## src/rtl/oflow_apb_pkg.sv

```systemverilog
// Shared types for the oflow APB configuration master.
//   apb_state_t : FSM states of the APB master
//   apb_cmd_t   : one queued host command (direction, address, write data)
//   ADDR_LEN    : register-file address width (default ADDR_W of the master)
//   TIMEOUT_CYC_DFLT : default number of ACCESS cycles allowed before abort
package oflow_apb_pkg;

  localparam int ADDR_LEN         = 8;
  localparam int TIMEOUT_CYC_DFLT = 16;

  typedef enum logic [1:0] {
    IDLE   = 2'd0,
    SETUP  = 2'd1,
    ACCESS = 2'd2
  } apb_state_t;

  typedef struct packed {
    logic                write;
    logic [ADDR_LEN-1:0] addr;
    logic [31:0]         wdata;
  } apb_cmd_t;

endpackage

```

## src/rtl/oflow_apb_cmd_fifo.sv

```systemverilog
// Command FIFO for the APB master.
//   push/push_data : enqueue (ignored when full)
//   pop            : dequeue the head (ignored when empty)
//   head           : current head entry, valid while !empty
//   full/empty     : occupancy flags
//   count          : occupancy, one bit wider than the pointers
module oflow_apb_cmd_fifo
  import oflow_apb_pkg::*;
#(
  parameter int DEPTH = 4
) (
  input  logic                     clk,
  input  logic                     reset_N,
  input  logic                     push,
  input  apb_cmd_t                 push_data,
  input  logic                     pop,
  output apb_cmd_t                 head,
  output logic                     full,
  output logic                     empty,
  output logic [$clog2(DEPTH):0]   count
);

  localparam int PW = $clog2(DEPTH);
  localparam int CW = PW + 1;

  apb_cmd_t        mem [DEPTH];
  logic [PW-1:0]   wr_ptr, rd_ptr;
  logic            do_push, do_pop;

  assign full    = (count == CW'(DEPTH));
  assign empty   = (count == '0);
  assign do_push = push && !full;
  assign do_pop  = pop && !empty;
  assign head    = mem[rd_ptr];

  // Pointers wrap naturally because DEPTH is a power of two.
  always_ff @(posedge clk or negedge reset_N) begin
    if (!reset_N) begin
      wr_ptr <= '0;
      rd_ptr <= '0;
      count  <= '0;
    end else begin
      if (do_push) wr_ptr <= wr_ptr + PW'(1);
      if (do_pop)  rd_ptr <= rd_ptr + PW'(1);
      case ({do_push, do_pop})
        2'b10:   count <= count + CW'(1);
        2'b01:   count <= count - CW'(1);
        default: ;
      endcase
    end
  end

  // Storage needs no reset: entries are only read once counted in.
  always_ff @(posedge clk) begin
    if (do_push) mem[wr_ptr] <= push_data;
  end

endmodule

```

## src/rtl/oflow_apb_cfg_master.sv

```systemverilog
// APB master feeding the oflow register file.
//   cmd_*   : queued host commands (valid/ready), cmd_ready = !fifo_full
//   rsp_*   : one-cycle response per command, in order; rdata=0 for writes/errors,
//             err=1 on pready timeout
//   busy    : work queued, transfer in flight, or response being signalled
//   apb_*   : registered two-phase APB master outputs; pready/prdata from slave
module oflow_apb_cfg_master
  import oflow_apb_pkg::*;
#(
  parameter int ADDR_W      = ADDR_LEN,
  parameter int CMD_DEPTH   = 4,
  parameter int TIMEOUT_CYC = TIMEOUT_CYC_DFLT
) (
  input  logic              clk,
  input  logic              reset_N,
  input  logic              cmd_valid,
  output logic              cmd_ready,
  input  logic              cmd_write,
  input  logic [ADDR_W-1:0] cmd_addr,
  input  logic [31:0]       cmd_wdata,
  output logic              rsp_valid,
  output logic [31:0]       rsp_rdata,
  output logic              rsp_err,
  output logic              busy,
  output logic              apb_psel,
  output logic              apb_penable,
  output logic              apb_pwrite,
  output logic [ADDR_W-1:0] apb_addr,
  output logic [31:0]       apb_pwdata,
  input  logic              apb_pready,
  input  logic [31:0]       apb_prdata
);

  localparam int TW = $clog2(TIMEOUT_CYC);

  apb_state_t                 state, state_nxt;
  apb_cmd_t                   cmd_in, head;
  logic                       full, empty, pop;
  logic [$clog2(CMD_DEPTH):0] fifo_count;
  logic                       done_ok, done_to;
  logic [TW-1:0]              tmo_cnt;

  assign cmd_in.write = cmd_write;
  assign cmd_in.addr  = ADDR_LEN'(cmd_addr);
  assign cmd_in.wdata = cmd_wdata;
  assign cmd_ready    = !full;

  oflow_apb_cmd_fifo #(.DEPTH(CMD_DEPTH)) u_fifo (
    .clk       (clk),
    .reset_N   (reset_N),
    .push      (cmd_valid),
    .push_data (cmd_in),
    .pop       (pop),
    .head      (head),
    .full      (full),
    .empty     (empty),
    .count     (fifo_count)
  );

  // rsp_valid is included so busy stays high through the final response pulse.
  assign busy = (fifo_count != '0) || (state != IDLE) || rsp_valid;

  always_ff @(posedge clk or negedge reset_N) begin
    if (!reset_N) state <= IDLE;
    else          state <= state_nxt;
  end

  always_comb begin
    state_nxt = state;
    pop       = 1'b0;
    done_ok   = 1'b0;
    done_to   = 1'b0;
    case (state)
      IDLE: begin
        if (!empty) begin
          pop       = 1'b1;
          state_nxt = SETUP;
        end
      end
      SETUP: state_nxt = ACCESS;
      ACCESS: begin
        if (apb_pready) begin
          done_ok = 1'b1;
          // Chain straight into the next SETUP so psel never drops.
          if (!empty) begin
            pop       = 1'b1;
            state_nxt = SETUP;
          end else begin
            state_nxt = IDLE;
          end
        end else if (tmo_cnt == TW'(TIMEOUT_CYC - 1)) begin
          done_to   = 1'b1;
          state_nxt = IDLE;
        end
      end
      default: state_nxt = IDLE;
    endcase
  end

  // APB and response outputs are registered from the next-state decision.
  always_ff @(posedge clk or negedge reset_N) begin
    if (!reset_N) begin
      apb_psel    <= 1'b0;
      apb_penable <= 1'b0;
      apb_pwrite  <= 1'b0;
      apb_addr    <= '0;
      apb_pwdata  <= '0;
      tmo_cnt     <= '0;
      rsp_valid   <= 1'b0;
      rsp_rdata   <= '0;
      rsp_err     <= 1'b0;
    end else begin
      rsp_valid <= done_ok || done_to;
      rsp_err   <= done_to;
      rsp_rdata <= (done_ok && !apb_pwrite) ? apb_prdata : 32'd0;

      if (pop) begin
        apb_addr   <= ADDR_W'(head.addr);
        apb_pwrite <= head.write;
        apb_pwdata <= head.wdata;
      end

      apb_psel    <= (state_nxt != IDLE);
      apb_penable <= (state_nxt == ACCESS);

      if (state == SETUP)                      tmo_cnt <= '0;
      else if (state == ACCESS && !apb_pready) tmo_cnt <= tmo_cnt + TW'(1);
    end
  end

endmodule

```

## config.mk

```make
export PLATFORM = sky130hd
export DESIGN_NAME = oflow_apb_cfg_master
export DESIGN_NICKNAME = d
export VERILOG_FILES = /design/src/rtl/oflow_apb_pkg.sv /design/src/rtl/oflow_apb_cmd_fifo.sv /design/src/rtl/oflow_apb_cfg_master.sv
export SDC_FILE = /design/constraint.sdc
export NUM_CORES = 1
export LEC_CHECK = 0
export BUFFER_PORTS_ARGS = -buffer_cell sky130_fd_sc_hd__clkbuf_2
export CAP_MARGIN = 10
export CORE_ASPECT_RATIO = 1.1
export CORE_MARGIN = 2
export CORE_UTILIZATION = 60
export CTS_BUF_LIST = sky130_fd_sc_hd__clkbuf_4 sky130_fd_sc_hd__clkbuf_8 sky130_fd_sc_hd__clkbuf_16
export DETAILED_ROUTE_END_ITERATION = 10
export HOLD_SLACK_MARGIN = 0.1
export PLACE_DENSITY_LB_ADDON = 0.1
export SYNTH_ARGS = -nofsm -noshare
export SYNTH_HDL_FRONTEND = slang
export SYNTH_SLANG_ARGS = --single-unit
export TNS_END_PERCENT = 50
```

## constraint.sdc

```tcl
create_clock -name clk -period 6.6 [get_ports clk]
set_input_delay 0.66 -clock clk [delete_from_list [all_inputs] [get_ports clk]]
set_output_delay 0.66 -clock clk [all_outputs]
set_load 0.01 [all_outputs]
```

* Word level (Yosys, flattened, before mapping) *
Memories as Yosys holds them, arrays and structs flattened. A register that Yosys moved wholly into a read port is not among the register bits.
Index checks and enable logic that the tools add are counted.
Widths: inputs -> output; s select.

operators by class
  equal/unequal tests = 7
  add/subtract/negate cells = 5
  mux-type cells = 19
  reduce and logical (&&, ||, !) cells = 19

operators with widths
  operator             count
  $mux 32              1
  $mux 1               10
  $mux 4               2
  $reduce_bool 2->1    4
  $eq 2x2->1 const B   3
  $mux 2               3
  $pmux 2 s3           1
  $pmux 3 s2           1
  $logic_not 1->1      5
  $add 2x1->2 const B  2
  $add 4x1->4 const B  1
  $eq 2x1->1 const B   2
  $eq 4x4->1 const B   1
  $logic_and 1x1->1    4
  $add 3x1->3 const B  1
  $eq 3x3->1 const B   1
  $logic_not 3->1      1
  $logic_or 1x1->1     3
  $reduce_bool 3->1    1
  $sub 3x1->3 const B  1
  $logic_not 2->1      1
  $pmux 1 s2           1

storage, ports and cells
  bits in writable memories = 164
  word-level logic and storage cells = 61
  bits in registers = 49
  memories kept = 1
  input bits = 77
  output and inout port bits = 79

memory list
  memory      depth  bits a word  rd ports  clocked after Yosys merged registers in  write ports  RTL line                  RTL
  u_fifo.mem  4      41           1         1                                        1            oflow_apb_cmd_fifo.sv:26  apb_cmd_t mem [DEPTH];

* Logic depth before layout (Yosys ltp) *
Gate-level depths: netlist of the first run.

  word-level depth = 7
  depth in mapped cells = 9
  gate-level depth less buffers = 9

* Modules after synthesis *
From an unflattened synthesis of the first run, not the netlist that was laid out.

unflattened totals
  cell total of the unflattened synthesis = 453
  area, all modules = 9452.8 um^2

modules (own cells, without submodules)
  module                area an instance (um^2)  cells an instance  instances
  oflow_apb_cmd_fifo    6396.1                   252                1
  oflow_apb_cfg_master  3056.7                   201                1

* Least setup slack after synthesis of the first run *
No wires, ideal clock.

  kind = input to register
  from = in apb_pready
  to = reg u_fifo.count[2]
  required time = 6.521 ns
  setup slack = 4.368 ns
  stages = 9
  setup time = 0.079 ns
  arrival = 2.153 ns
  path through = nor2b_4 > nor3_4 > buf_6 > ha_1 > inv_1 > fa_1 > xor2_1 > nor2_1 > xor2_1

between the ends
  word-level cells in the longest chain between the ends = 5

ends and longest elaborated chain
  item                                             RTL line                    RTL
  from (decl)                                      oflow_apb_cfg_master.sv:30  input logic apb_pready,
  $mux 1 *                                         oflow_apb_cfg_master.sv:82  if (apb_pready) begin
  $pmux 1 s2 *                                     oflow_apb_cfg_master.sv:73  case (state)
  $logic_and 1x1->1 *                              oflow_apb_cmd_fifo.sv:33    assign do_pop = pop && !empty;
  via u_fifo.do_pop                                oflow_apb_cmd_fifo.sv:28    logic do_push, do_pop;
  $eq 2x1->1 or $eq 2x2->1 (tied branches)         oflow_apb_cmd_fifo.sv:45    case ({do_push, do_pop})
  $pmux 3 s2 or $reduce_bool 2->1 (tied branches)  -
  to (signal assigned)                             oflow_apb_cmd_fifo.sv:46    2'b10: count <= count + CW'(1);
  to (signal assigned)                             oflow_apb_cmd_fifo.sv:47    2'b01: count <= count - CW'(1);
  to (decl)                                        oflow_apb_cmd_fifo.sv:20    output logic [$clog2(DEPTH):0] count

Mark *: on every way through the listed nets, which the timed path passes. The rest lies on a longest branch.
A chain may end at the register's enable or synchronous reset.

* Worst setup path in the final report of the first run *
  from = reg u_fifo.count[0]
  to = out busy

between the ends
  word-level cells in the longest chain between the ends = 3

ends and longest elaborated chain
  item                           RTL line                    RTL
  $reduce_bool 3->1              oflow_apb_cfg_master.sv:61  assign busy = (fifo_count != '0) || (state != IDLE) || rsp_valid;
  $logic_or 1x1->1 (2 in a row)  oflow_apb_cfg_master.sv:61
  to (decl)                      oflow_apb_cfg_master.sv:24  output logic busy,

No other way between the ends.

==> impl_metrics.env, run 1 <==
export IMPL_vias=4643
export IMPL_worstSetupStartpointType="register"
export IMPL_drt_initial_drc_count=212
export IMPL_numCtsBuffers=24
export IMPL_synthesis_nets=536
export IMPL_die_height_microns=135
export IMPL_clock_root_buffer="clkbuf_16"
export IMPL_worstSetupPathType="register to primary output"
export IMPL_ys_ff_latch=254
export IMPL_ys_top_cells_by_area="edfxtp_1 (52%), dfrtp_1 (24%), mux4_2 (9.8%)"
export IMPL_cts_htree_levels=1
export IMPL_fmax_mhz=440
export IMPL_fin_tns_setup_ps=0
export IMPL_num_io_pins=156
export IMPL_drive_gt1_frac=0.473
export IMPL_final_fill_count=958
export IMPL_finalClockSkew_ps=14.8
export IMPL_rsz0062_at_grt="false"
export IMPL_grt_max_degree=77
export IMPL_hold_path_class="input pin to register"
export IMPL_slowest_delay_ps=430
export IMPL_period_share=0.344
export IMPL_p_leak_nw=4.51
export IMPL_dpl_hpwl_mm=9.73
export IMPL_final_area_sq_um=11200
export IMPL_clockBufferDepth=3
export IMPL_clk_pin_slew_ps=60
export IMPL_yosys_area_top_type_share=0.523
export IMPL_grt_ovfl_total=0
export IMPL_grt_pass1_vias=4761
export IMPL_placed_cell_area_sq_um=10400
export IMPL_cp_required_ps=5940
export IMPL_crit_arrival_ps=1610
export IMPL_cts_resized=0
export IMPL_wire_per_inst_microns=19.8
export IMPL_crit_fanout=4
export IMPL_cts_tree="built"
export IMPL_syn_avg_cell_area_sq_um=20.8
export IMPL_most_common_layout_cells="edfxtp_1 (164), clkbuf_2 (154), dfrtp_1 (88), mux4_2 (41), mux2_2 (36)"
export IMPL_hold_viol_final=0
export IMPL_grtUsageTotal=0.201
export IMPL_cts_setup_buffers=0
export IMPL_cp_slowest_cell="dfrtp_1"
export IMPL_final_common_cell="edfxtp_1"
export IMPL_route_detailed_drc=0
export IMPL_ys_seq_area_frac=0.762
export IMPL_synth_top_area_cell="edfxtp_1"
export IMPL_layout_nets=705
export IMPL_port_buffers=155
export IMPL_min_period_ps=2270
export IMPL_clk_latency_ps=500
export IMPL_cap_violations=0
export IMPL_n_antenna_cell=0
export IMPL_start_util=0.606
export IMPL_synth_cell_types=41
export IMPL_gp_congestion=0.799
export IMPL_viasPerCell=5.53
export IMPL_peakVddDrop_mv=0.299
export IMPL_cts_num_sinks=254
export IMPL_syn_area_sq_um=9420
export IMPL_drt_first_pass_iters=4
export IMPL_crit_chain="nor3_2 > nand2_1 > clkbuf_2"
export IMPL_antenna_found_initial=0
export IMPL_drt_total_wl_mm=16.6
export IMPL_ant_nets=0
export IMPL_ctsHoldBuffers=1
export IMPL_setup_viol=0
export IMPL_die_area_sq_um=16700
export IMPL_worst_slew_pin_slew_ps=1120
export IMPL_end_kind="primary output"
export IMPL_yosysWarnings=0
export IMPL_core_sq_um=15600
export IMPL_power_mw=5.09
export IMPL_run_status="completed"
export IMPL_syn2layout_area_growth_pct=18.6
export IMPL_powerDensity_nw_per_um2=455
export IMPL_slew_headroom=0.251
export IMPL_synth_cells=452
export IMPL_row_count=48
export IMPL_grt_pass1_wl_mm=25.2
export IMPL_chipWidth_microns=123
export IMPL_timing_final_max_slew_violations=0
per-stage QoR:
stage,utilization,setup WS (ps),instances,hold slack (ps)
2_1_floorplan,-,4370,452,364
3_3_place_gp,0.666,4410,794,490
3_5_place_dp,0.666,4360,794,499
4_1_cts,0.718,4320,839,356
5_1_grt,0.719,4230,839,355
6_report,0.719,4330,839,372
state kept, by name, summed over array words and instances (netlist names), 2 cells and up:
name	flops
apb_addr	8
apb_pwdata	32
rsp_rdata	32
state	2
tmo_cnt	4
u_fifo.count	3
u_fifo.mem	164
u_fifo.rd_ptr	2
u_fifo.wr_ptr	2
metal layers:
metal | wire [microns] | global-route usage
met5 | 0 | 0
met4 | 187 | 0.0467
met3 | 1130 | 0.0404
met2 | 8550 | 0.351
met1 | 6710 | 0.263
area by class of cell:
type,count,area (sq um),area share
flip-flops and latches,254,7180,0.642
clock buffers,43,792,0.0709
clock inverters,1,5.00,0.000448
well taps,200,250,0.0224
inverters,8,30.0,0.00269
multi-input cells,171,2090,0.187
repair buffers,162,833,0.0745
kinds of logic (layout without fill, tap and decap cells):
family                   after synthesis  after routing  share of synthesized area
multiplexers                          84             84                      0.151
adder cells (fa/ha/maj)                7              7                     0.0101
AO/OA/AOI/OAI                         11             11                    0.00850
XOR/XNOR                               6              6                    0.00558
AND/OR/NAND/NOR                       63             63                     0.0448
flip-flops                           254            254                      0.762
buffers and inverters                 27            214                     0.0181
cells in the mapped netlist:
master	n
edfxtp_1	164
dfrtp_1	90
mux4_2	41
mux2_2	36
and2_1	32
buf_6	9
clkbuf_1	8
inv_1	8
ha_1	6
mux2_4	5
nor2_1	5
and3_1	4
xor2_1	4
nand2_1	3
nor3_1	3
o21ai_0	3
o2bb2ai_1	3
nand4b_1	2
nor4b_1	2
or2_2	2
xnor2_1	2
a21o_1	1
a21oi_1	1
a22oi_1	1
a31o_2	1
a32o_1	1
and2_4	1
buf_1	1
buf_2	1
fa_1	1
mux2_1	1
mux2i_1	1
nand2b_1	1
nand2b_4	1
nand3b_1	1
nor2b_1	1
nor2b_4	1
nor3_2	1
nor3_4	1
nor3b_2	1
or3b_1	1
critical path, delay by kind of cell (launching register included):
kind	cells	cell delay [ps]
buffers and inverters	1	150
flip-flops	1	430
AND/OR/NAND/NOR	2	530
final timing paths:
kind	startpoint	to	slack (ps)	cells after the start
min in group asynchronous	reset_N	u_fifo.count[1]	560	2
max in group asynchronous	reset_N	u_fifo.rd_ptr[0]	4730	3
worst max-delay path	u_fifo.count[0]	busy	4330	3
worst max register to register	u_fifo.count[0]	u_fifo.count[2]	4340	9
worst min register to register	apb_addr[6]	apb_addr[6]	510	1
worst min-delay path	cmd_wdata[11]	u_fifo.mem[2][11]	370	1
power breakdown:
part | internal [mW] | switching (mW)
clock network | 0.809 | 0.526
logic | 0.729 | 0.579
registers | 2.13 | 0.318
total | 3.67 | 1.42
No activity file was read; power rests on OpenSTA's default activity.
==> run 2, diff against run 1 <==
Settings changed: ABC_AREA from default to 1, CORE_UTILIZATION 60 to 57.
Clock period 6.6 ns to 2.2 ns, I/O delays scaled along.
==> run 2 against run 1 <==
Sequential power rose to 2.8 times the previous value. Synthesized area up 10%. Power rose to 3.3 times the previous value. Clock skew down 6.4 ps. Sequential cell count unchanged. Critical endpoint is now u_fifo.count[2]. Largest cell class unchanged. Combinational power rose to 4.2 times the previous value. First-iteration DRC count up 92%. Hold slack worse by 150 ps. Critical path type is now register to register. Setup slack worse by 3900 ps. Via count up 53%. Die area up 15%. Synthesized cell count up 130%.
==> impl_metrics.env, run 2 <==
export IMPL_run_status="completed"
export IMPL_setup_slack_ps=401
export IMPL_seq_area_sq_um=7180
export IMPL_clock_root_buffer="clkbuf_16"
export IMPL_syn_area_sq_um=10400
export IMPL_slew_headroom=0.390
export IMPL_die_area_sq_um=19300
export IMPL_die_height_microns=145
export IMPL_route_detailed_drc=0
export IMPL_fin_tns_setup_ps=0
export IMPL_n_antenna_cell=0
export IMPL_fin_cells=1510
export IMPL_drt_first_pass_iters=5
export IMPL_syn_avg_cell_area_sq_um=10.2
export IMPL_clk_pin_slew_ps=60
export IMPL_ys_top_cells_by_count="nand2_1 (351), inv_1 (216), edfxtp_1 (164)"
export IMPL_cts_htree_levels=1
export IMPL_grt_max_degree=85
export IMPL_power_mw=16.7
export IMPL_cts_setup_buffers=0
export IMPL_synth_most_common_cell="nand2_1"
export IMPL_grt_pass1_vias=7207
export IMPL_ant_nets=0
export IMPL_placed_cell_area_sq_um=11400
export IMPL_viasPerCell=4.71
export IMPL_top_register="u_fifo.mem"
export IMPL_antenna_found_initial=0
export IMPL_yosys_area_top_type_share=0.475
export IMPL_rsz0062_at_grt="false"
export IMPL_synth_cells=1017
export IMPL_dpl_hpwl_mm=11.8
export IMPL_port_buffers=155
export IMPL_ys_seq_area_frac=0.693
export IMPL_peakVddDrop_mv=0.983
export IMPL_synthesis_nets=1101
export IMPL_cts_resized=0
export IMPL_synth_ff_type="edfxtp_1"
export IMPL_timing_final_max_slew_violations=0
export IMPL_synth_top_area_cell="edfxtp_1"
export IMPL_yosysWarnings=0
export IMPL_min_period_ps=1800
export IMPL_clockBufferDepth=3
export IMPL_worstSetupStartpointType="register"
export IMPL_crit_fanout=4
export IMPL_layout_nets=1338
export IMPL_drive_gt1_frac=0.181
export IMPL_final_fill_count=1207
export IMPL_cp_required_ps=2590
export IMPL_pre_cts_slack_ps=411
export IMPL_crit_arrival_ps=2180
export IMPL_cts_tree="built"
export IMPL_finalClockSkew_ps=8.42
export IMPL_most_common_layout_cells="nand2_1 (351), inv_1 (215), edfxtp_1 (164), clkbuf_2 (154), nand3_1 (90)"
export IMPL_cap_violations=0
export IMPL_ys_top_cells_by_area="edfxtp_1 (48%), dfrtp_1 (22%), nand2_1 (13%)"
export IMPL_setup_viol=0
export IMPL_largest_reg_flops=164
export IMPL_ys_ff_latch=254
export IMPL_synth_edf_count=164
export IMPL_fmax_mhz=556
export IMPL_largest_registers="u_fifo.mem x164, apb_pwdata x32, rsp_rdata x32"
export IMPL_core_sq_um=17700
export IMPL_clk_latency_ps=510
export IMPL_gp_congestion=0.770
export IMPL_vias=7107
export IMPL_synthArstFlopShare=0.354
export IMPL_end_kind="register"
export IMPL_worst_slew_pin_slew_ps=913
export IMPL_multi_input_comb_area_sq_um=2170
export IMPL_row_count=51
export IMPL_drt_total_wl_mm=21.6
export IMPL_drt_initial_drc_count=408
export IMPL_hold_path_class="input pin to async pin"
export IMPL_final_area_sq_um=13100
export IMPL_p_leak_nw=6.64
export IMPL_grt_pass1_wl_mm=35.4
export IMPL_dp_cells=1389
export IMPL_grt_ovfl_total=0
export IMPL_synth_cell_types=25
export IMPL_cts_num_sinks=254
export IMPL_hold_viol_final=0
export IMPL_grtUsageTotal=0.229
export IMPL_start_util=0.584
export IMPL_numCtsBuffers=25
export IMPL_chipWidth_microns=133
export IMPL_worstSetupPathType="register to register"
export IMPL_period_share=0.818
export IMPL_wire_per_inst_microns=14.3
export IMPL_syn2layout_area_growth_pct=26.2
export IMPL_powerDensity_nw_per_um2=1280
export IMPL_num_io_pins=156
export IMPL_final_common_cell="nand2_1"
==> run 2: changes by cell type in the layout (fill, tap and decap cells not counted), moves of 5 or more <==
| cell | before | now |
|---|---|---|
| nand2_1 | 3 | 351 |
| inv_1 | 8 | 215 |
| nand3_1 | 0 | 90 |
| dlygate4sd3_1 | 1 | 76 |
| mux4_2 | 41 | 0 |
| mux2_2 | 36 | 0 |
| and2_1 | 32 | 0 |
| nor2_1 | 5 | 36 |
| clkbuf_4 | 13 | 4 |
| buf_4 | 7 | 14 |
| mux2_4 | 5 | 0 |
| nor2_4 | 0 | 5 |
==> run 2: critical path, stage by stage, from the launching register on <==
cell     delay [ps]
dfrtp_1         410
inv_1           130
o21ai_2         100
nor2_4          120
ha_1            170
inv_1            60
fa_1            380
nand2_1          80
nand3_1          80
xor2_1          150
==> run 2: metrics by stage <==
step / utilization / hold WS, ps
2_1_floorplan: - / -75.6
6_report: 0.737 / 223
3_5_place_dp: 0.644 / 209
5_1_grt: 0.737 / 260
3_3_place_gp: 0.644 / 204
4_1_cts: 0.737 / 207
==> run 2: layout make-up <==
cell class	instances	area share
Clock buffer	34	0.0554
Timing Repair Buffer	248	0.131
Inverter	219	0.0629
Sequential cell	254	0.549
Tap cell	238	0.0228
Multi-Input combinational cell	506	0.166
Clock inverter	11	0.0121
==> run 2: kinds of logic after synthesis <==
group / synth area share
DFF: 0.693
adders and majority gates: 0.00918
AOI/OAI and AO/OA: 0.00374
buffers and inverters: 0.101
and+or+nand+nor: 0.190
xor gates and xnor gates: 0.00423
==> run 2: timing repair <==
item,4_1_cts,5_1_grt
hold buffers,76,0
endpoints found under the setup margin,0,0
endpoints found under the hold margin,276,0
==> run 2: where the power goes <==
group          internal (mW)  total [mW]  switching (mW)
logic                   1.80        5.46            3.66
registers               6.36        6.79           0.432
clock network           2.77        4.46            1.68
total                   10.9        16.7            5.77
==> run 2: worst paths after layout <==
path | startpoint | cells after the start | to | slack [ps]
worst max-delay path | state[0] | 9 | u_fifo.count[2] | 400
min in group clk | apb_prdata[9] | 4 | rsp_rdata[9] | 450
worst max register to register | state[0] | 9 | u_fifo.count[2] | 400
worst min-delay path | reset_N | 2 | rsp_rdata[4] | 220
worst min register to register | apb_addr[5] | 2 | apb_addr[5] | 480
max in group asynchronous | reset_N | 3 | u_fifo.rd_ptr[1] | 1330
==> run 2: metal layers <==
| metal | vias to the layer above | global-route usage | part of all wire | wire length, microns |
|---|---|---|---|---|
| li1 | 3574 | - | - | - |
| met1 | 3282 | 0.294 | 0.42 | 9000 |
| met2 | 221 | 0.411 | 0.51 | 11000 |
| met3 | 30 | 0.0327 | 0.058 | 1240 |
| met4 | 0 | 0.0581 | 0.016 | 337 |
| met5 | - | 0 | 0 | 0 |
==> run 3, diff against run 2 <==
Settings changed: CORE_UTILIZATION 57 to 51.
Clock period 2.2 ns to 1.45 ns, I/O delays scaled along.
==> run 3 against run 2 <==
The run now ends with negative setup slack left. Clock skew grew 8.2 ps. Maximum frequency grew 11%. Count of clock-buffer cells in the layout grew 2. Combinational power grew 92%. Non-clock buffer count grew 48. Sequential power grew 52%. Register-to-register slack lost 560 ps. Largest power group is now combinational logic. Design area grew 6.9%. Largest cell class unchanged. Routed wire length grew 11%. Setup slack lost 560 ps. Final cell count grew 4.3%.
==> impl_metrics.env, run 3 (synthesis gave the netlist of run 2 again) <==
export IMPL_run_status="finished, violations left"
export IMPL_violations="negative setup slack"
export IMPL_finalClockSkew_ps=16.6
export IMPL_die_area_sq_um=21500
export IMPL_rsz0062_at_grt="true"
export IMPL_grt_max_degree=49
export IMPL_r2r_cells=9
export IMPL_numCtsBuffers=26
export IMPL_setup_viol=196
export IMPL_slew_headroom=0.486
export IMPL_dpl_hpwl_mm=13.1
export IMPL_start_util=0.522
export IMPL_crit_fanout=3
export IMPL_pwr_share_comb=0.379
export IMPL_hold_viol_final=0
export IMPL_route_detailed_drc=0
export IMPL_ant_nets=0
export IMPL_min_period_ps=1610
export IMPL_p_leak_nw=7.02
export IMPL_largest_registers="u_fifo.mem x164, apb_pwdata x32, rsp_rdata x32"
export IMPL_drt_total_wl_mm=23.8
export IMPL_num_io_pins=156
export IMPL_switching_share=0.346
export IMPL_final_area_sq_um=14000
export IMPL_largest_reg_flops=164
export IMPL_fmax_mhz=620
export IMPL_grtUsageTotal=0.206
export IMPL_r2r_end="u_fifo.count[2]"
export IMPL_p_switching_mw=9.56
export IMPL_vias=7391
export IMPL_clockBufferDepth=3
export IMPL_worstSetupStartpointType="register"
export IMPL_drive_gt1_frac=0.217
export IMPL_antenna_found_initial=0
export IMPL_top_register="u_fifo.mem"
export IMPL_peakVddDrop_mv=1.29
export IMPL_pwr_share_clk=0.248
export IMPL_layout_nets=1387
export IMPL_cts_num_sinks=254
export IMPL_port_buffers=155
export IMPL_die_height_microns=154
export IMPL_powerDensity_nw_per_um2=1980
export IMPL_gp_congestion=0.750
export IMPL_syn2layout_area_growth_pct=34.8
export IMPL_period_share=1.11
export IMPL_clock_root_buffer="clkbuf_16"
export IMPL_cap_violations=0
export IMPL_crit_arrival_ps=2030
export IMPL_row_count=54
export IMPL_clk_pin_slew_ps=60
export IMPL_final_common_cell="nand2_1"
export IMPL_worst_slew_pin_slew_ps=769
export IMPL_hold_path_class="input pin to async pin"
export IMPL_n_antenna_cell=0
export IMPL_cp_required_ps=1860
export IMPL_drt_first_pass_iters=4
export IMPL_grt_ovfl_total=0
export IMPL_fin_tns_setup_ps=-17080
export IMPL_r2r_setup_slack_ps=-160
export IMPL_setup_slack_ps=-164
export IMPL_cts_htree_levels=1
export IMPL_timing_final_max_slew_violations=0
export IMPL_drt_initial_drc_count=376
export IMPL_chipWidth_microns=140
export IMPL_end_kind="register"
export IMPL_most_common_layout_cells="nand2_1 (347), inv_1 (210), edfxtp_1 (164), clkbuf_2 (152), nand3_1 (89)"
export IMPL_worstSetupPathType="register to register"
export IMPL_grt_pass1_vias=7180
export IMPL_core_sq_um=19900
export IMPL_wire_per_inst_microns=15.1
export IMPL_power_frac_seq=0.373
export IMPL_clk_latency_ps=530
export IMPL_cts_tree="built"
export IMPL_placed_cell_area_sq_um=11800
export IMPL_p_int_mw=18.1
export IMPL_worstReg2RegStart="u_fifo.count[1]"
export IMPL_viasPerCell=4.69
export IMPL_grt_pass1_wl_mm=35.6
## run 3: cell count changes in the layout (fill, tap and decap cells not counted), sizes merged
| cell | before | now |
|---|---|---|
| bufinv | 4 | 3 |
| clkinv | 6 | 9 |
| inv | 220 | 219 |
| dlygate4sd3 | 76 | 78 |
| buf | 18 | 55 |
| clkbuf | 188 | 199 |
## run 3: how the worst max path moves through the flow
stage                                from               to  slack [ps]
after floorplan           u_fifo.count[0]  u_fifo.count[2]        -320
after global placement    u_fifo.count[1]  u_fifo.count[2]        -150
after detailed placement  u_fifo.count[1]  u_fifo.count[2]        -210
after CTS                 u_fifo.count[0]  u_fifo.count[2]        -160
after global routing      u_fifo.count[1]  u_fifo.count[2]        -250
final                     u_fifo.count[1]  u_fifo.count[2]        -160
## run 3: layout make-up
cell class | count | area, sq um
Fill cell | 1454 | 5890
Timing Repair Buffer | 296 | 2510
Clock buffer | 36 | 774
Clock inverter | 12 | 126
Inverter | 219 | 822
Tap cell | 252 | 315
Multi-Input combinational cell | 506 | 2240
Sequential cell | 254 | 7180
## run 3: metal layers
metal | GRT usage | share of wire | vias up
met4 | 0.0567 | 0.019 | 0
met2 | 0.360 | 0.50 | 203
met5 | 0 | 0 | -
met1 | 0.268 | 0.43 | 3476
met3 | 0.0336 | 0.055 | 31
li1 | - | - | 3681
## run 3: worst max-delay path, cell delays in order (launching register included)
cell and delay [ps]:
dfrtp_1 390, inv_2 100, nand3_4 100, nand2_4 100, ha_4 140, inv_2 40, fa_2 330, nand2_1 70
nand3_1 80, xor2_1 140
## run 3: timing repair
action	in CTS	in global routing
hold buffers	78	1
pin swaps	3	6
endpoints found under the setup margin	207	224
gates cloned	1	14
buffers inserted	6	6
hold endpoints to repair	293	12
gates resized for setup	11	29
## run 3: power groups by stage
stage          Clock (mW)  Sequential [mW]  Combinational, mW
6_report             6.85             10.3               10.5
3_3_place_gp            0             10.4               8.75
5_1_grt              7.30             10.5               11.6
3_5_place_dp            0             10.4               8.95
4_1_cts              6.98             10.3               9.34
2_1_floorplan           0             10.7               5.40
## run 3: through the flow
stage	power, mW	utilization	cells	hold WS (ps)	setup slack [ps]
5_1_grt	29.4	0.703	1575	171	-250
3_5_place_dp	19.3	0.592	1423	88.5	-207
2_1_floorplan	16.1	-	1017	-151	-320
4_1_cts	26.6	0.681	1556	147	-164
3_3_place_gp	19.1	0.592	1423	88.1	-151
6_report	27.6	0.703	1575	167	-164
